### config.mk
export PLATFORM = sky130hd
export DESIGN_NAME = coupling_mode_ctrl
export DESIGN_NICKNAME = d
export VERILOG_FILES = /design/src/rtl/coupling_mode_ctrl.sv
export SDC_FILE = /design/constraint.sdc
export NUM_CORES = 1
export LEC_CHECK = 0
export BUFFER_PORTS_ARGS = -buffer_cell sky130_fd_sc_hd__buf_4
export CAP_MARGIN = 25
export CELL_PAD_IN_SITES_DETAIL_PLACEMENT = 1
export CELL_PAD_IN_SITES_GLOBAL_PLACEMENT = 2
export CORE_ASPECT_RATIO = 1.75
export CORE_MARGIN = 2
export CORE_UTILIZATION = 36
export DETAILED_ROUTE_END_ITERATION = 12
export PLACE_DENSITY_LB_ADDON = 0.12
export RECOVER_POWER = 50
export SLEW_MARGIN = 20
export SYNTH_ARGS = -nofsm -noshare
export SYNTH_HDL_FRONTEND = slang
export SYNTH_SLANG_ARGS = --single-unit
### constraint.sdc
create_clock -name clk -period 2.75 [get_ports clk]
set_clock_uncertainty 0.05 [all_clocks]
set_input_delay 0.4125 -clock clk [delete_from_list [all_inputs] [get_ports clk]]
set_output_delay 0.4125 -clock clk [all_outputs]
set_load 0.01 [all_outputs]
### src/rtl/coupling_mode_ctrl.sv
// Input-coupling controller: debounced AC/DC/GND buttons select how each ADC sample is coupled.
// Optional macro COUPLING_AUTO_OFFSET_EN replaces the offset port with an internal IIR DC estimate.
module coupling_mode_ctrl #(
  parameter int WIDTH     = 12,
  parameter int DEBOUNCE  = 100,
  parameter int AVG_SHIFT = 8
) (
  input  logic                    clk,
  input  logic                    rst,
  input  logic                    ac_button,
  input  logic                    dc_button,
  input  logic                    gnd_button,
  input  logic                    in_valid,
  input  logic [WIDTH-1:0]        serial_in,
  input  logic [WIDTH-1:0]        offset,
  output logic signed [WIDTH:0]   result,
  output logic                    out_valid,
  output logic [1:0]              mode
);

  localparam int CW = $clog2(DEBOUNCE + 1);

  typedef enum logic [1:0] {
    MODE_DC  = 2'b00,
    MODE_AC  = 2'b01,
    MODE_GND = 2'b10
  } mode_t;

  mode_t                mode_q, mode_d;
  logic [2:0]           btn_n;
  logic [2:0][CW-1:0]   cnt_q;
  logic [2:0]           press;
  logic [WIDTH-1:0]     off;
  logic signed [WIDTH:0] ac_diff;

  // index 0 = AC, 1 = DC, 2 = GND
  assign btn_n = {gnd_button, dc_button, ac_button};

  always_ff @(posedge clk or posedge rst) begin
    if (rst) begin
      cnt_q <= '0;
    end else begin
      for (int unsigned i = 0; i < 3; i++) begin
        if (btn_n[i])
          cnt_q[i] <= '0;
        else if (cnt_q[i] < CW'(DEBOUNCE))
          cnt_q[i] <= cnt_q[i] + 1'b1;
      end
    end
  end

  always_comb begin
    press = '0;
    for (int unsigned i = 0; i < 3; i++)
      press[i] = !btn_n[i] && (cnt_q[i] == CW'(DEBOUNCE - 1));
  end

  always_ff @(posedge clk or posedge rst) begin
    if (rst) mode_q <= MODE_DC;
    else     mode_q <= mode_d;
  end

  always_comb begin
    mode_d = mode_q;
    if (press[2])      mode_d = MODE_GND;
    else if (press[1]) mode_d = MODE_DC;
    else if (press[0]) mode_d = MODE_AC;
  end

  assign mode = mode_q;

`ifdef COUPLING_AUTO_OFFSET_EN
  localparam int AW = WIDTH + AVG_SHIFT;

  logic [AW-1:0]       acc_q;
  logic signed [AW:0]  acc_diff;
  logic signed [AW:0]  acc_step;
  logic                unused_offset;

  // Signed difference keeps the step correct when the input drops below the estimate
  assign acc_diff = $signed({1'b0, serial_in, {AVG_SHIFT{1'b0}}}) - $signed({1'b0, acc_q});
  assign acc_step = acc_diff >>> AVG_SHIFT;

  always_ff @(posedge clk or posedge rst) begin
    if (rst)           acc_q <= AW'(1) << (AW - 1);
    else if (in_valid) acc_q <= acc_q + acc_step[AW-1:0];
  end

  assign off           = acc_q[AW-1:AVG_SHIFT];
  assign unused_offset = ^offset;
`else
  localparam int unused_avg_shift = AVG_SHIFT;
  assign off = offset;
`endif

  assign ac_diff = $signed({1'b0, serial_in}) - $signed({1'b0, off});

  always_ff @(posedge clk or posedge rst) begin
    if (rst) begin
      result    <= '0;
      out_valid <= 1'b0;
    end else begin
      out_valid <= in_valid;
      if (in_valid) begin
        unique case (mode_q)
          MODE_DC:  result <= $signed({1'b0, serial_in});
          MODE_AC:  result <= ac_diff;
          default:  result <= '0;
        endcase
      end
    end
  end

endmodule

==> out/metrics.yaml, run 1 <==
yosys:
  ys.flop_type: "dfrtp_1"
  yosys_warnings: 0
  yosysTopAreaCell: "dfrtp_1"
  netlist_area_um2: 2360
  yosysSeqAreaShare: 0.392
  netlist_instances: 255
  synth_top_area_frac: 0.392
  synth_seq_cells: 37
  synth_fp_nets: 301
  avgSynthCellArea_um2: 9.25
  netlist_top_cells_area: "dfrtp_1 39%, ha_1 8.0%, nor2_1 4.8%, mux2i_1 4.2%, xor2_1 3.7%"
  synth_cell_types: 53
  synth_edf_count: 0
  async_flop_share: 1.00
setup_path:
  slowest_delay_ns: 0.41
  slowest_stage: "fa_1"
  worst_ep_arrival_time_ns: 2.35
  cp-end-kind: "flip-flop"
  startpoint_type: "input pin"
  critical_path.cell_chain: "buf_4 > inv_1 > ha_1 > inv_1 > fa_1 > a21o_1 > a31o_4 > nand3_2 > nand3_2 > a2111oi_2 > a211o_1"
  cp.required_ns: 2.92
  crit_fanout: 4
  path_class: "input pin to flip-flop"
clock_network:
  path_clk_slew_ns: 0.06
  cts_buffers: 5
  clockRootBuffer: "clkbuf_16"
  htree_levels: 2
  ctsResizeCount: 0
  clock_sinks: 37
  cts_tree: "done"
  cts_setup_buffers: 0
  clockBufferDepth: 2
  clock_latency_ns: 0.28
  hold_buffers: 0
pwr:
  powerDensity_nw_per_um2: 492
  power_mw: 1.44
  p_sw_uw: 394
  p_sw_frac: 0.274
  ir_drop_mv: 0.389
  pwr-share-comb: 0.196
  power_frac_seq: 0.416
  p_leak_nw: 1.39
  pwr-share-clk: 0.388
  p_int_mw: 1.04
drt:
  vias: 2052
  wire_per_inst_um: 16.2
  drc: 0
  vias_per_cell: 5.33
  first_iter_violations: 51
  routed_wl_mm: 6.23
  ant_nets: 0
  dr.pass1.iters: 4
job:
  cap_violations: 0
global_route:
  grt_max_degree: 38
  grt_pass1_vias: 2304
  overflow: 0
  antenna_found_initial: 0
  grt_first_pass_wirelength_mm: 10.8
  track_usage: 0.192
floorplanning:
  num_rows: 39
  core_um2: 6440
  io_pins: 46
  initial_utilization: 0.366
  fp.dieArea_um2: 7240
  die_h_um: 111
  fp.dieW_um: 65.2
finish:
  insertedDiodeCount: 0
  layout_common_cells: "44 x buf_4, 37 x dfrtp_1, 30 x nor2_1"
  syn2layout_area_growth_pct: 23.7
  n_fill_cell: 763
  final_common_cell: "buf_4"
  layout-drive-gt1-share: 0.201
  fin_nets: 348
timing:
  tightest_slew_ns: 0.715
  max_slew_margin: 0.524
  min_period_ns: 2.19
  drv_slew: 0
  finalCritPeriodShare: 0.795
  setup_viol: 0
  fmax_mhz: 458
  setup_tns_ns: 0
  rsz0062_at_grt: "false"
  final-hold-violation-count: 0
run_status:
  status: "finished clean"
placed_design:
  dp_hpwl_mm: 4.79
  port_buffers: 45
  gp_congestion: 0.818
min_path:
  min_path_type: "input pin to asynchronous set/reset pin"
power by group through the flow:
stage | Combinational (mW) | Sequential, mW | Clock (mW)
3_5_place_dp | 0.287 | 0.608 | 0
6_report | 0.282 | 0.597 | 0.557
2_1_floorplan | 0.167 | 0.611 | 0
3_3_place_gp | 0.283 | 0.606 | 0
4_1_cts | 0.288 | 0.598 | 0.579
5_1_grt | 0.317 | 0.602 | 0.594
layer usage:
layer | share of wire | global-route usage | wire [um] | vias to the layer above
li1 | - | - | - | 987
met1 | 0.38 | 0.192 | 2350 | 1028
met2 | 0.58 | 0.369 | 3600 | 28
met3 | 0.025 | 0.0396 | 157 | 9
met4 | 0.019 | 0.0694 | 119 | 0
met5 | 0 | 0 | 0 | -
synthesized netlist by cell type, drive strengths merged, types with 3 or more instances:
cell	instances
dfrtp	37
nor2	31
inv	19
nand2	16
ha	15
o21ai	13
a21oi	12
mux2i	10
xor2	10
xnor2	9
nand2b	7
nand3	7
nor3	7
a31oi	6
and3	6
o2bb2ai	5
clkbuf	4
nand4	4
a21o	3
buf	3
worst paths after layout:
| kind | slack, ns | cells past startpoint | endpoint | startpoint |
|---|---|---|---|---|
| hold / removal | 0.21 | 3 | result[3]$_DFFE_PP0P_ | rst |
| min in group clk | 0.30 | 2 | cnt_q[5]$_DFFE_PP0P_ | ac_button |
| max in group asynchronous | 2.08 | 3 | result[5]$_DFFE_PP0P_ | rst |
| hold reg to reg | 0.44 | 1 | result[1]$_DFFE_PP0P_ | result[1]$_DFFE_PP0P_ |
| setup reg to reg | 1.08 | 4 | result[8]$_DFFE_PP0P_ | mode[1]$_DFFE_PP0P_ |
| setup / recovery | 0.56 | 11 | result[12]$_DFFE_PP0P_ | serial_in[0] |
cell type report:
class	instances	area, um^2	area share
Clock inverter	1	7.51	0.00257
Inverter	20	75.1	0.0257
Timing Repair Buffer	47	345	0.118
Tap cell	82	103	0.0351
Clock buffer	7	133	0.0454
Sequential cell	37	926	0.317
Multi-Input combinational cell	191	1330	0.456
through the flow:
step                utilization  cell area [um^2]  instances  setup slack [ns]  hold slack (ns)
finish                    0.453              2920        385             0.565            0.206
CTS                       0.454              2930        385             0.562            0.224
detailed placement        0.433              2790        377             0.271            0.432
global route              0.453              2920        385             0.449            0.250
global placement          0.433              2790        377             0.338            0.422
floorplan                     -              2360        255             0.549            0.394
critical path, delay by kind of cell:
| kind | cells | cell delay (ns) |
|---|---|---|
| adders and majority gates | 2 | 0.57 |
| and+or+nand+nor | 2 | 0.16 |
| AOI/OAI and AO/OA | 4 | 0.98 |
| buffers and inverters | 3 | 0.23 |
registers in the layout, summed over array words and instances (netlist names):
signal / flops
cnt_q: 21
mode: 2
out_valid: 1
result: 13
cell families after synthesis:
logic type | share of synthesized area
XOR/XNOR | 0.0705
buffers and inverters | 0.0440
adder cells (fa/ha/maj) | 0.0880
AO/OA/AOI/OAI | 0.159
flip-flops | 0.392
AND/OR/NAND/NOR | 0.199
multiplexers | 0.0472
No activity file was read; power rests on OpenSTA's default activity.
==> run 2, diff against run 1 <==
--- a/config.mk
+++ b/config.mk
@@ -5,13 +5,14 @@
 export SDC_FILE = /design/constraint.sdc
 export NUM_CORES = 1
 export LEC_CHECK = 0
+export ABC_AREA = 1
 export BUFFER_PORTS_ARGS = -buffer_cell sky130_fd_sc_hd__buf_4
 export CAP_MARGIN = 25
 export CELL_PAD_IN_SITES_DETAIL_PLACEMENT = 1
 export CELL_PAD_IN_SITES_GLOBAL_PLACEMENT = 2
 export CORE_ASPECT_RATIO = 1.75
 export CORE_MARGIN = 2
-export CORE_UTILIZATION = 36
+export CORE_UTILIZATION = 28
 export DETAILED_ROUTE_END_ITERATION = 12
 export PLACE_DENSITY_LB_ADDON = 0.12
 export RECOVER_POWER = 50
==> constraint.sdc (replaced) <==
create_clock -name clk -period 1.9 [get_ports clk]
set_clock_uncertainty 0.05 [all_clocks]
set_input_delay 0.285 -clock clk [delete_from_list [all_inputs] [get_ports clk]]
set_output_delay 0.285 -clock clk [all_outputs]
set_load 0.01 [all_outputs]
==> out/metrics.yaml, run 2 <==
run_status:
  status: "finished clean"
pwr:
  power_mw: 2.39
  p_sw_frac: 0.284
  p_leak_nw: 1.60
  p_sw_uw: 677
  pwr-share-clk: 0.421
  power_frac_seq: 0.374
  p_int_mw: 1.71
  powerDensity_nw_per_um2: 770
  ir_drop_mv: 0.474
  pwr-share-comb: 0.204
min_path:
  hp-start: "gnd_button"
  min_path_type: "input pin to flip-flop"
timing:
  final-hold-violation-count: 0
  min_period_ns: 1.61
  fmax_mhz: 620
  setup_tns_ns: 0
  tightest_slew_ns: 1.05
  finalCritPeriodShare: 0.850
  max_slew_margin: 0.302
  rsz0062_at_grt: "false"
  drv_slew: 0
  setup_viol: 0
global_route:
  grt_first_pass_wirelength_mm: 12.6
  antenna_found_initial: 0
  grt_max_degree: 38
  grt_pass1_vias: 2666
  track_usage: 0.178
  overflow: 0
finish:
  fin_nets: 441
  largest_register_ffs: 21
  layout_common_cells: "69 x nand2_1, 54 x inv_1, 44 x buf_4"
  top_register: "cnt_q"
  final_common_cell: "nand2_1"
  syn2layout_area_growth_pct: 28.2
  insertedDiodeCount: 0
  layout-drive-gt1-share: 0.144
  n_fill_cell: 1056
floorplanning:
  num_rows: 44
  fp.dieArea_um2: 9410
  fp.dieW_um: 74.2
  initial_utilization: 0.290
  io_pins: 46
  die_h_um: 127
  core_um2: 8310
setup_path:
  r2r-start: "mode[1]$_DFFE_PP0P_"
  cp-end-kind: "flip-flop"
  slowest_delay_ns: 0.38
  cp.required_ns: 2.06
  path_common_cell: "nand2_1"
  critical_path.cell_chain: "buf_4 > inv_1 > ha_1 > inv_1 > fa_1 > nand2_1 > nand2_1 > o21ai_0 > inv_1 > nand2_1 > nand2_1 > nand2_1 > nand3_1 > a21oi_1"
  crit_fanout: 4
  path_delay_family: "adder cells"
  startpoint_type: "input pin"
  crit_start: "serial_in[0]"
  r2r_slack_ns: 0.37
  path_class: "input pin to flip-flop"
  worst_ep_arrival_time_ns: 1.78
  critPathBufInv: 4
  slowest_stage: "fa_1"
drt:
  ant_nets: 0
  wire_per_inst_um: 14.7
  first_iter_violations: 83
  dr.pass1.iters: 4
  vias_per_cell: 4.77
  drc: 0
  routed_wl_mm: 7.51
  vias: 2435
clock_network:
  clockBufferDepth: 2
  cts_tree: "done"
  clock_latency_ns: 0.29
  hold_buffers: 0
  htree_levels: 2
  cts_buffers: 5
  path_clk_slew_ns: 0.06
  ctsResizeCount: 0
  cts_setup_buffers: 0
  clock_sinks: 37
  clockRootBuffer: "clkbuf_16"
job:
  cap_violations: 0
yosys:
  async_flop_share: 1.00
  synth.most_common_cell: "nand2_1"
  ys.flop_type: "dfrtp_1"
  yosys_warnings: 0
  synth_top_area_frac: 0.383
  yosysTopAreaCell: "dfrtp_1"
  netlist_area_um2: 2410
  yosysSeqAreaShare: 0.383
  synth_fp_nets: 383
  netlist_top_cells_area: "dfrtp_1 38%, nand2_1 11%, inv_1 8.4%, a21oi_1 8.1%, ha_1 7.8%"
  synth_cell_types: 27
  synth_seq_cells: 37
  avgSynthCellArea_um2: 7.17
  synth_edf_count: 0
  synth_commonest_cells: "69 x nand2_1, 54 x inv_1, 40 x nor2_1, 39 x a21oi_1, 37 x dfrtp_1"
  netlist_instances: 337
placed_design:
  gp_congestion: 0.802
  dp_hpwl_mm: 6.02
  port_buffers: 45
run 2: changes by cell type after synthesis, sizes merged, moves of 6 or more:
cell,before,now
nand3,7,29
a21oi,12,39
xor2,10,3
mux2i,10,0
inv,19,54
nor2,31,40
and3,6,0
xnor2,9,0
nand2,16,69
nand2b,7,0
o21ai,13,23
run 2: area by class of cell:
class | instances | area, um^2 | area share
Multi-Input combinational cell | 242 | 1270 | 0.411
Sequential cell | 37 | 926 | 0.299
Timing Repair Buffer | 54 | 373 | 0.120
Inverter | 55 | 206 | 0.0667
Tap cell | 115 | 144 | 0.0465
Clock buffer | 6 | 139 | 0.0448
Clock inverter | 2 | 37.5 | 0.0121
run 2: metrics by stage:
| step | utilization | instances | setup WS [ns] | cell area, um^2 | hold WS, ns |
|---|---|---|---|---|---|
| floorplan | - | 337 | 0.242 | 2410 | 0.266 |
| global placement | 0.355 | 503 | 0.0249 | 2950 | 0.405 |
| detailed placement | 0.355 | 503 | -0.0270 | 2950 | 0.409 |
| CTS | 0.376 | 511 | 0.273 | 3130 | 0.101 |
| global route | 0.373 | 511 | 0.139 | 3100 | 0.108 |
| finish | 0.373 | 511 | 0.286 | 3100 | 0.109 |
run 2: power groups by stage:
stage / registers, mW / clock network [mW] / logic (mW)
after floorplan: 0.919 / 0 / 0.265
after global routing: 0.902 / 1.08 / 0.560
after CTS: 0.896 / 1.05 / 0.520
after detailed placement: 0.910 / 0 / 0.519
after global placement: 0.908 / 0 / 0.512
final: 0.893 / 1.01 / 0.488
run 2: cells by family (layout without fill, tap and decap cells):
| kind of cell | count (synthesis) | in the layout | share of synthesized area |
|---|---|---|---|
| buf+inv | 58 | 117 | 0.0902 |
| compound gates | 69 | 69 | 0.155 |
| fa+ha+maj | 16 | 16 | 0.0860 |
| simple gates | 154 | 154 | 0.274 |
| xor+xnor | 3 | 3 | 0.0109 |
| flops | 37 | 37 | 0.383 |
run 2: routing by layer:
metal  share of wire  GRT usage
met5               0          0
met2            0.58      0.340
met1            0.37      0.180
met4           0.028     0.0770
met3           0.021     0.0270
run 2: path summary, 6_finish.rpt:
check / endpoint / depth (start not counted)
setup / recovery: result[8]$_DFFE_PP0P_ / 14
hold / removal: cnt_q[20]$_DFFE_PP0P_ / 2
setup reg to reg: result[11]$_DFFE_PP0P_ / 7
hold reg to reg: cnt_q[13]$_DFFE_PP0P_ / 2
max in group asynchronous: result[1]$_DFFE_PP0P_ / 3
min in group asynchronous: cnt_q[14]$_DFFE_PP0P_ / 3
